## config.mk

```make
export PLATFORM = sky130hd
export DESIGN_NAME = apx_err_accum
export DESIGN_NICKNAME = d
export VERILOG_FILES = /design/src/rtl/apx_err_accum.sv
export SDC_FILE = /design/constraint.sdc
export NUM_CORES = 1
export LEC_CHECK = 0
export BUFFER_PORTS_ARGS = -buffer_cell sky130_fd_sc_hd__buf_2
export CAP_MARGIN = 10
export CORE_MARGIN = 2
export CORE_UTILIZATION = 35
export DETAILED_ROUTE_END_ITERATION = 8
export GPL_ROUTABILITY_DRIVEN = 0
export PLACE_DENSITY_LB_ADDON = 0.1
export SLEW_MARGIN = 20
export SYNTH_ARGS = -nofsm -noshare
export SYNTH_HDL_FRONTEND = slang
export SYNTH_SLANG_ARGS = --single-unit
```

## constraint.sdc

```tcl
create_clock -name clk -period 6.7 [get_ports clk]
set_clock_uncertainty 0.1 [all_clocks]
set_input_delay 0.67 -clock clk [delete_from_list [all_inputs] [get_ports clk]]
set_output_delay 0.67 -clock clk [all_outputs]
set_load 0.01 [all_outputs]
```

## src/rtl/apx_err_accum.sv

```systemverilog
// Purpose : per-window error statistics (|acc-apx| sum, max, mismatch count, optional
//           sum of squares) between an accurate and an approximate adder output.
// Latency : a pair accepted at edge t lands in the result registers at edge t+1.
//           DRAIN takes 2 cycles, then out_valid is raised.
// Backpr. : in_ready only in RUN and only until win_len pairs are taken. Results are
//           held in DONE until out_ready is seen.
// Ports   : clk/rst (async, active-high); start + win_len open a window (IDLE only);
//           in_valid/in_ready/acc_c/apx_c form the sample stream; out_valid/out_ready
//           carry the result handshake; err_sum, err_max, mism_cnt and sq_sum hold results.
// Config  : define APX_ERR_SQ_EN to build the squared-error accumulator. Otherwise no
//           multiplier is built and sq_sum is tied to 0.
module apx_err_accum #(
    parameter int WIDTH = 32,
    parameter int ACC_W = 48,
    parameter int CNT_W = 16
) (
    input  logic                 clk,
    input  logic                 rst,
    input  logic                 start,
    input  logic [CNT_W-1:0]     win_len,
    input  logic                 in_valid,
    output logic                 in_ready,
    input  logic [WIDTH-1:0]     acc_c,
    input  logic [WIDTH-1:0]     apx_c,
    output logic                 out_valid,
    input  logic                 out_ready,
    output logic [ACC_W-1:0]     err_sum,
    output logic [WIDTH-1:0]     err_max,
    output logic [CNT_W-1:0]     mism_cnt,
    output logic [2*WIDTH-1:0]   sq_sum
);

    localparam logic [1:0] ST_IDLE  = 2'd0;
    localparam logic [1:0] ST_RUN   = 2'd1;
    localparam logic [1:0] ST_DRAIN = 2'd2;
    localparam logic [1:0] ST_DONE  = 2'd3;

    logic [1:0]       state_q, state_d;
    logic [CNT_W-1:0] win_len_q, win_len_d;
    logic [CNT_W-1:0] cnt_q, cnt_d;
    logic [CNT_W-1:0] cnt_inc;

    logic             s1_vld_q;
    logic [WIDTH-1:0] diff_q;
    logic             ne_q;
    logic [WIDTH-1:0] diff_w;

    logic [ACC_W-1:0] err_sum_q, err_sum_d;
    logic [WIDTH-1:0] err_max_q, err_max_d;
    logic [CNT_W-1:0] mism_q, mism_d;
    logic [ACC_W:0]   sum_ext;

    logic start_acc;
    logic accept;

    assign in_ready  = (state_q == ST_RUN);
    assign out_valid = (state_q == ST_DONE);
    assign start_acc = start && (state_q == ST_IDLE);
    assign accept    = in_valid && in_ready;
    assign cnt_inc   = cnt_q + 1'b1;

    // Control FSM
    always_comb begin
        state_d   = state_q;
        win_len_d = win_len_q;
        cnt_d     = cnt_q;
        case (state_q)
            ST_IDLE: begin
                if (start) begin
                    win_len_d = win_len;
                    cnt_d     = '0;
                    // A zero-length window has nothing to accumulate; report at once.
                    state_d   = (win_len == '0) ? ST_DONE : ST_RUN;
                end
            end
            ST_RUN: begin
                if (accept) begin
                    cnt_d = cnt_inc;
                    if (cnt_inc == win_len_q) state_d = ST_DRAIN;
                end
            end
            ST_DRAIN: begin
                // The last pair sits in stage 1 during the first DRAIN cycle. Once it
                // has been folded into the results, the pipeline is empty.
                if (!s1_vld_q) state_d = ST_DONE;
            end
            ST_DONE: begin
                if (out_ready) state_d = ST_IDLE;
            end
            default: state_d = ST_IDLE;
        endcase
    end

    always_ff @(posedge clk or posedge rst) begin
        if (rst) begin
            state_q   <= ST_IDLE;
            win_len_q <= '0;
            cnt_q     <= '0;
        end else begin
            state_q   <= state_d;
            win_len_q <= win_len_d;
            cnt_q     <= cnt_d;
        end
    end

    // Stage 1: absolute difference and mismatch flag
    assign diff_w = (acc_c >= apx_c) ? (acc_c - apx_c) : (apx_c - acc_c);

    always_ff @(posedge clk or posedge rst) begin
        if (rst) begin
            s1_vld_q <= 1'b0;
            diff_q   <= '0;
            ne_q     <= 1'b0;
        end else begin
            s1_vld_q <= accept;
            if (accept) begin
                diff_q <= diff_w;
                ne_q   <= (acc_c != apx_c);
            end
        end
    end

    // Stage 2: saturating accumulation
    assign sum_ext = {1'b0, err_sum_q} + (ACC_W+1)'(diff_q);

    always_comb begin
        err_sum_d = err_sum_q;
        err_max_d = err_max_q;
        mism_d    = mism_q;
        if (start_acc) begin
            err_sum_d = '0;
            err_max_d = '0;
            mism_d    = '0;
        end else if (s1_vld_q) begin
            err_sum_d = sum_ext[ACC_W] ? '1 : sum_ext[ACC_W-1:0];
            if (diff_q > err_max_q) err_max_d = diff_q;
            if (ne_q && (mism_q != '1)) mism_d = mism_q + 1'b1;
        end
    end

    always_ff @(posedge clk or posedge rst) begin
        if (rst) begin
            err_sum_q <= '0;
            err_max_q <= '0;
            mism_q    <= '0;
        end else begin
            err_sum_q <= err_sum_d;
            err_max_q <= err_max_d;
            mism_q    <= mism_d;
        end
    end

    assign err_sum  = err_sum_q;
    assign err_max  = err_max_q;
    assign mism_cnt = mism_q;

`ifdef APX_ERR_SQ_EN
    logic [2*WIDTH-1:0] sq_q, sq_d;
    logic [2*WIDTH-1:0] sq_prod;
    logic [2*WIDTH:0]   sq_ext;

    assign sq_prod = (2*WIDTH)'(diff_q) * (2*WIDTH)'(diff_q);
    assign sq_ext  = {1'b0, sq_q} + {1'b0, sq_prod};

    always_comb begin
        sq_d = sq_q;
        if (start_acc)     sq_d = '0;
        else if (s1_vld_q) sq_d = sq_ext[2*WIDTH] ? '1 : sq_ext[2*WIDTH-1:0];
    end

    always_ff @(posedge clk or posedge rst) begin
        if (rst) sq_q <= '0;
        else     sq_q <= sq_d;
    end

    assign sq_sum = sq_q;
`else
    assign sq_sum = '0;
`endif

endmodule

```

==> flow_summary_export.csv, run 1 <==
group,metric,value,unit
status,status,"complete, no violations",
synth,seq_area_frac_synth,29.6,%
floorplanning,start_util,35.7,%
floorplanning,coreArea,38900,um2
worst_setup_path,criticalPathCategory,"flop to flop",
synth,synth_cells,1703,
clock_network,ctsHoldBuffers,0,
timing,drv_slew,0,
route,routed_wl,39900,um
clock_network,cts_num_sinks,164,
timing,worst_slew_pin_slew,1070,ps
floorplanning,dieHeight,203,um
timing,finalSetupViolations,0,
global_route,grt_max_degree,79,
worst_setup_path,end_kind,"flop",
layout,final_nets,2051,
placement,hpwl,31200,um
placement,portBuffers,182,
floorplanning,die_w,203,um
timing,max_freq,0.216,GHz
timing,rsz0062_at_grt,"no",
layout,diodes,0,
route,drc,0,
synth,synth_seq_cells,164,
clock_network,clk_pin_slew,70,ps
timing,finalHoldViolations,0,
worst_setup_path,cp_data_required_time,6900,ps
placement,dp_slack,2100,ps
timing,fin_crit,4630,ps
worst_setup_path,critPathLaunchType,"flop",
clock_network,clockBufferDepth,2,
global_route,gr-total-overflow,0,
route,vias,12200,
synth,synth_ff_type,"dfrtp_1",
clock_network,clkLatencyLatePin,450,ps
route,drt_iter0_drc,845,
synth,synthArstFlopShare,100,%
clock_network,cts_buffers,17,
timing,fin_setup_tns,0,ps
layout,finish.utilization,39.9,%
route,first_pass_iters,5,
layout,layoutNonFillerInstCount,2360,
timing,slew_headroom,28.7,%
layout,area_growth,11.9,%
worst_hold_path,hp-class,"primary input to asynchronous set/reset pin",
clock_network,cts_tree,"done",
layout,drive_gt1_share,13.4,%
global_route,grtUsageTotal,19.3,%
global_route,grt_antenna_before_repair,0,
worst_setup_path,r2r_setup_slack,2070,ps
placement,dpl.cell_count,2328,
global_route,grt_pass1_vias,11700,
global_route,grt_pass1_wl,64000,um
floorplanning,io_pins,247,
timing,worst_slack,2070,ps
pwr,power.density,364,nW/um2
worst_setup_path,reg2reg_depth,11,
worst_setup_path,r2r_start,"diff_q[0]$_DFFE_PP0P_",
timing,holdWs,220,ps
route,wl_per_cell,16.9,um
synth,yosys_warnings,0,
run,drv_cap,0,
route,routed_via_density,5.17,
worst_setup_path,rr_endpoint,"err_sum[18]$_DFFE_PP0P_",
timing,min_period_over_period,69.1,%
worst_setup_path,cp.arrival,4830,ps
pwr,peakVddDrop,0.000260,V
route,ant_nets,0,
synth,syn_area_per_cell,8.15,um2
clock_network,cts_setup_buffers,0,
floorplanning,fp-row-count,72,
synth,synth_edf_count,0,
synth,synth_cell_types,73,
floorplanning,die-area,41300,um2
clock_network,root_buffer,"clkbuf_16",
clock_network,cts_htree_levels,4,
pwr,p_leak,7.68,nW
synth,syn_area,13900,um2
clock_network,cts_resized,0,
worst_setup_path,worstPathMaxFanout,24,
worst max-delay path: stages (launching register included):
cell and delay [ps]:
dfrtp_1 430, ha_1 230, fa_1 430, a211oi_1 350, o21ai_0 220, a2111o_1 450, a41o_1 260, nand3_1 70
o211ai_1 250, nand2b_1 860, and2_1 670, a21oi_1 150
synth_stat cells, drive strengths merged (4+ instances only):
| cell type | instances | area, um2 |
|---|---|---|
| buf | 79 | 581 |
| and4 | 4 | 35.0 |
| nand2b | 7 | 43.8 |
| a311oi | 6 | 52.6 |
| and2 | 15 | 93.8 |
| or3 | 13 | 81.3 |
| xnor2 | 49 | 429 |
| a41oi | 4 | 35.0 |
| nand4 | 33 | 206 |
| a21oi | 136 | 684 |
| a211oi | 14 | 123 |
| o211ai | 8 | 60.1 |
| nor2 | 122 | 458 |
| o21ai | 156 | 781 |
| a31oi | 39 | 244 |
| nand3 | 34 | 170 |
| nor2b | 14 | 87.6 |
| and3 | 22 | 138 |
| o21bai | 18 | 135 |
| dfrtp | 164 | 4100 |
| nor4 | 8 | 65.1 |
| nand3b | 6 | 45.0 |
| nand2 | 174 | 653 |
| inv | 124 | 465 |
| xor2 | 37 | 324 |
| o211a | 4 | 40.0 |
| nor3 | 20 | 100 |
| o31ai | 11 | 87.6 |
| a221oi | 13 | 120 |
| ha | 134 | 1680 |
| o21a | 14 | 105 |
| mux2i | 51 | 510 |
| clkbuf | 68 | 255 |
| a21o | 42 | 315 |
where the power goes:
| part | total [mW] | switching [mW] | internal [mW] |
|---|---|---|---|
| sequential | 1.62 | 0.348 | 1.28 |
| clock | 1.01 | 0.455 | 0.559 |
| combinational | 3.01 | 1.80 | 1.21 |
state kept, by name, summed over array words and instances (netlist names):
signal and cells:
state_q 2, cnt_q 16, win_len_q 16, diff_q 32
mism_cnt 16, err_sum 48, ne_q 1, err_max 32
s1_vld_q 1
worst max-delay path by stage:
stage	from	endpoint	slack (ps)	depth (start not counted)
floorplan	rst	cnt_q[0]$_DFFE_PP0P_	1500	1
global placement	diff_q[0]$_DFFE_PP0P_	err_sum[25]$_DFFE_PP0P_	2160	11
detailed placement	diff_q[0]$_DFFE_PP0P_	err_sum[18]$_DFFE_PP0P_	2100	11
CTS	diff_q[0]$_DFFE_PP0P_	err_sum[26]$_DFFE_PP0P_	2090	11
global route	diff_q[0]$_DFFE_PP0P_	err_sum[18]$_DFFE_PP0P_	1750	11
finish	diff_q[0]$_DFFE_PP0P_	err_sum[18]$_DFFE_PP0P_	2070	11
final cells by class:
class | instances | area, um2
Clock buffer | 17 | 425
Clock inverter | 15 | 169
Fill cell | 4097 | 23400
Inverter | 124 | 470
Multi-Input combinational cell | 1331 | 8730
Sequential cell | 164 | 4110
Tap cell | 518 | 648
Timing Repair Buffer | 191 | 978
per-stage QoR:
step	total power, mW	cell area (um2)
global placement	4.63	14900
floorplan	3.79	14100
global route	6.16	15500
CTS	5.70	15500
detailed placement	4.66	14900
finish	5.65	15500
layer usage:
layer  vias to the layer above  part of all wire, %  GRT usage, %
li1                       6158                    -             -
met4                         0                  1.8          6.10
met3                        39                  3.8          2.44
met2                       256                   46          31.2
met1                      5754                   48          26.9
met5                         -                    0             0
cell usage in the layout, fill, tap and decap left out, types with 13 or more instances in the layout:
cell type	synthesis	final
buf_2	11	182
nor2b_1	14	14
xor2_1	37	37
clkbuf_16	0	17
xnor2_1	49	49
nand4_1	33	33
ha_1	134	134
or3_1	13	13
a21oi_1	135	134
o21a_1	14	14
mux2i_1	51	51
conb_1	1	64
o21ai_0	153	153
a21o_1	42	42
nand2_1	174	173
nand3_1	34	34
and2_1	15	14
a31oi_1	39	39
inv_1	124	123
dfrtp_1	164	163
nor3_1	20	20
nor2_1	122	122
and3_1	22	22
o21bai_1	18	17
kinds of logic (layout without fill, tap and decap cells):
| logic type | Yosys count | in the layout | synth area share, % |
|---|---|---|---|
| AND/OR/NAND/NOR | 487 | 487 | 16.6 |
| multiplexers | 54 | 54 | 3.92 |
| other | 1 | 64 | 0.0270 |
| buffers and inverters | 271 | 347 | 9.38 |
| XOR/XNOR | 86 | 86 | 5.43 |
| adder cells (fa/ha/maj) | 137 | 137 | 12.5 |
| AO/OA/AOI/OAI | 503 | 503 | 22.6 |
| flip-flops | 164 | 164 | 29.6 |
Power figures use the tool's default switching activity.
==> run 2, diff against run 1 <==
==> constraint.sdc (replaced) <==
create_clock -name clk -period 4.7 [get_ports clk]
set_clock_uncertainty 0.1 [all_clocks]
set_input_delay 0.47 -clock clk [delete_from_list [all_inputs] [get_ports clk]]
set_output_delay 0.47 -clock clk [all_outputs]
set_load 0.01 [all_outputs]
==> flow_summary_export.csv, run 2 (synthesized netlist as in run 1, its figures left out) <==
group,metric,value,unit
floorplanning,die-area,41300,um2
global_route,grt_pass1_vias,11500,
worst_setup_path,slowest_stage,"and2_1",
timing,worst_slew_pin_slew,784,ps
placement,portBuffers,182,
layout,final_nets,2054,
clock_network,cts_resized,0,
route,wl_per_cell,16.9,um
placement,hpwl,31100,um
clock_network,root_buffer,"clkbuf_16",
global_route,gr-total-overflow,0,
worst_setup_path,crit_start,"diff_q[0]$_DFFE_PP0P_",
floorplanning,dieHeight,203,um
worst_setup_path,critPathLaunchType,"flop",
floorplanning,io_pins,247,
clock_network,cts_setup_buffers,0,
route,routed_wl,40000,um
timing,worst_slack,982,ps
pwr,peakVddDrop,0.000279,V
pwr,p_int,4.29,mW
global_route,grt_pass1_wl,63400,um
status,status,"complete, no violations",
timing,fin_crit,3720,ps
pwr,seqPwrFrac,28.9,%
timing,max_freq,0.269,GHz
clock_network,clk_pin_slew,60,ps
pwr,p_sw_share,46.3,%
floorplanning,coreArea,38900,um2
worst_setup_path,reg2reg_depth,11,
layout,area_growth,11.9,%
clock_network,ctsHoldBuffers,0,
worst_setup_path,slowest_delay,550,ps
global_route,grt_max_degree,89,
layout,largest_reg_flops,48,
clock_network,cts_num_sinks,164,
run,drv_cap,0,
clock_network,cts_htree_levels,4,
floorplanning,start_util,35.7,%
clock_network,clkLatencyLatePin,440,ps
floorplanning,fp-row-count,72,
floorplanning,die_w,203,um
pwr,p_comb_share,54.2,%
pwr,p_sw,3.71,mW
route,routed_via_density,5.18,
timing,drv_slew,0,
timing,min_period_over_period,79.1,%
global_route,grtUsageTotal,19.1,%
worst_setup_path,end_kind,"flop",
worst_setup_path,r2r_setup_slack,980,ps
worst_hold_path,hp-class,"primary input to asynchronous set/reset pin",
route,vias,12200,
worst_setup_path,rr_endpoint,"err_sum[26]$_DFFE_PP0P_",
route,drt_iter0_drc,644,
worst_setup_path,cp_data_required_time,4890,ps
clock_network,clockBufferDepth,2,
layout,drive_gt1_share,13.5,%
pwr,clockPowerShare,16.9,%
worst_setup_path,r2r_start,"diff_q[0]$_DFFE_PP0P_",
pwr,p_leak,7.68,nW
worst_setup_path,criticalPathCategory,"flop to flop",
layout,diodes,0,
worst_setup_path,worstPathMaxFanout,13,
layout,most-common-layout-cells,"buf_2, nand2_1, dfrtp_1, o21ai_0",
clock_network,cts_tree,"done",
route,first_pass_iters,5,
clock_network,cts_buffers,17,
pwr,power.density,515,nW/um2
global_route,grt_antenna_before_repair,0,
timing,finalSetupViolations,0,
worst_setup_path,critPathCapture,"err_sum[26]$_DFFE_PP0P_",
timing,rsz0062_at_grt,"no",
worst_setup_path,cp_cell_sequence,"ha_1 -> fa_1 -> a211oi_1 -> o21ai_0 -> a2111o_1 -> a41o_1 -> nand3_1 -> o211ai_1 -> nand2b_1 -> and2_1 -> a21oi_1",
timing,fin_setup_tns,0,ps
route,drc,0,
timing,slew_headroom,47.2,%
layout,final_common_cell,"buf_2",
route,ant_nets,0,
timing,finalHoldViolations,0,
worst_setup_path,cp.arrival,3900,ps
placement,dp_slack,774,ps
## run 2: cell count changes in the layout (fill, tap and decap cells not counted), sizes merged
cell	change
clkinvlp	+2
clkinv	+2
buf	+3
clkbuf	+5
bufinv	-2
inv	-7
## run 2: per-stage QoR
step	util (%)	hold WS (ps)	total power [mW]	cells	area, um2
final	39.9	10.2	8.00	2363	15500
after global routing	39.9	43.1	8.73	2363	15500
after CTS	39.9	10.1	8.06	2363	15500
after detailed placement	38.5	385	6.67	2331	15000
after global placement	38.5	385	6.62	2331	15000
after floorplan	-	350	5.40	1766	14100
## run 2: power groups by stage
| stage | combinational [mW] | sequential (mW) | clock [mW] |
|---|---|---|---|
| global route | 4.90 | 2.38 | 1.45 |
| detailed placement | 4.33 | 2.34 | 0 |
| CTS | 4.35 | 2.31 | 1.39 |
| floorplan | 3.19 | 2.22 | 0 |
| global placement | 4.29 | 2.33 | 0 |
| finish | 4.34 | 2.31 | 1.35 |
## run 2: worst min-delay path by stage
stage | cells past startpoint | from | endpoint
2_1_floorplan | 2 | ne_q$_DFFE_PP0P_ | ne_q$_DFFE_PP0P_
3_3_place_gp | 2 | win_len_q[2]$_DFFE_PP0P_ | win_len_q[2]$_DFFE_PP0P_
3_5_place_dp | 2 | win_len_q[2]$_DFFE_PP0P_ | win_len_q[2]$_DFFE_PP0P_
4_1_cts | 2 | rst | err_sum[4]$_DFFE_PP0P_
5_1_grt | 2 | rst | err_max[5]$_DFFE_PP0P_
6_report | 2 | rst | err_sum[3]$_DFFE_PP0P_
## run 2: area by class of cell
class | count | area [um2]
clock buffer | 22 | 484
clock inverter | 10 | 75.1
fill | 4117 | 23400
inverter | 124 | 469
multi-input combinational | 1331 | 8730
sequential | 164 | 4110
tap | 518 | 648
timing repair buffer | 194 | 1030
## run 2: worst max-delay path, delay by kind of cell, from the launching register on
kind / cells / cell delay [ps]
AOI/OAI and AO/OA: 6 / 1580
and+or+nand+nor: 3 / 800
adders and majority gates: 2 / 660
DFF: 1 / 430
## run 2: metal layers
metal	vias up	GRT usage, %	wire, um
met5	-	0	0
met4	0	4.46	431
met3	28	2.60	1400
met2	241	30.6	18400
met1	5815	27.4	19700
li1	6158	-	-
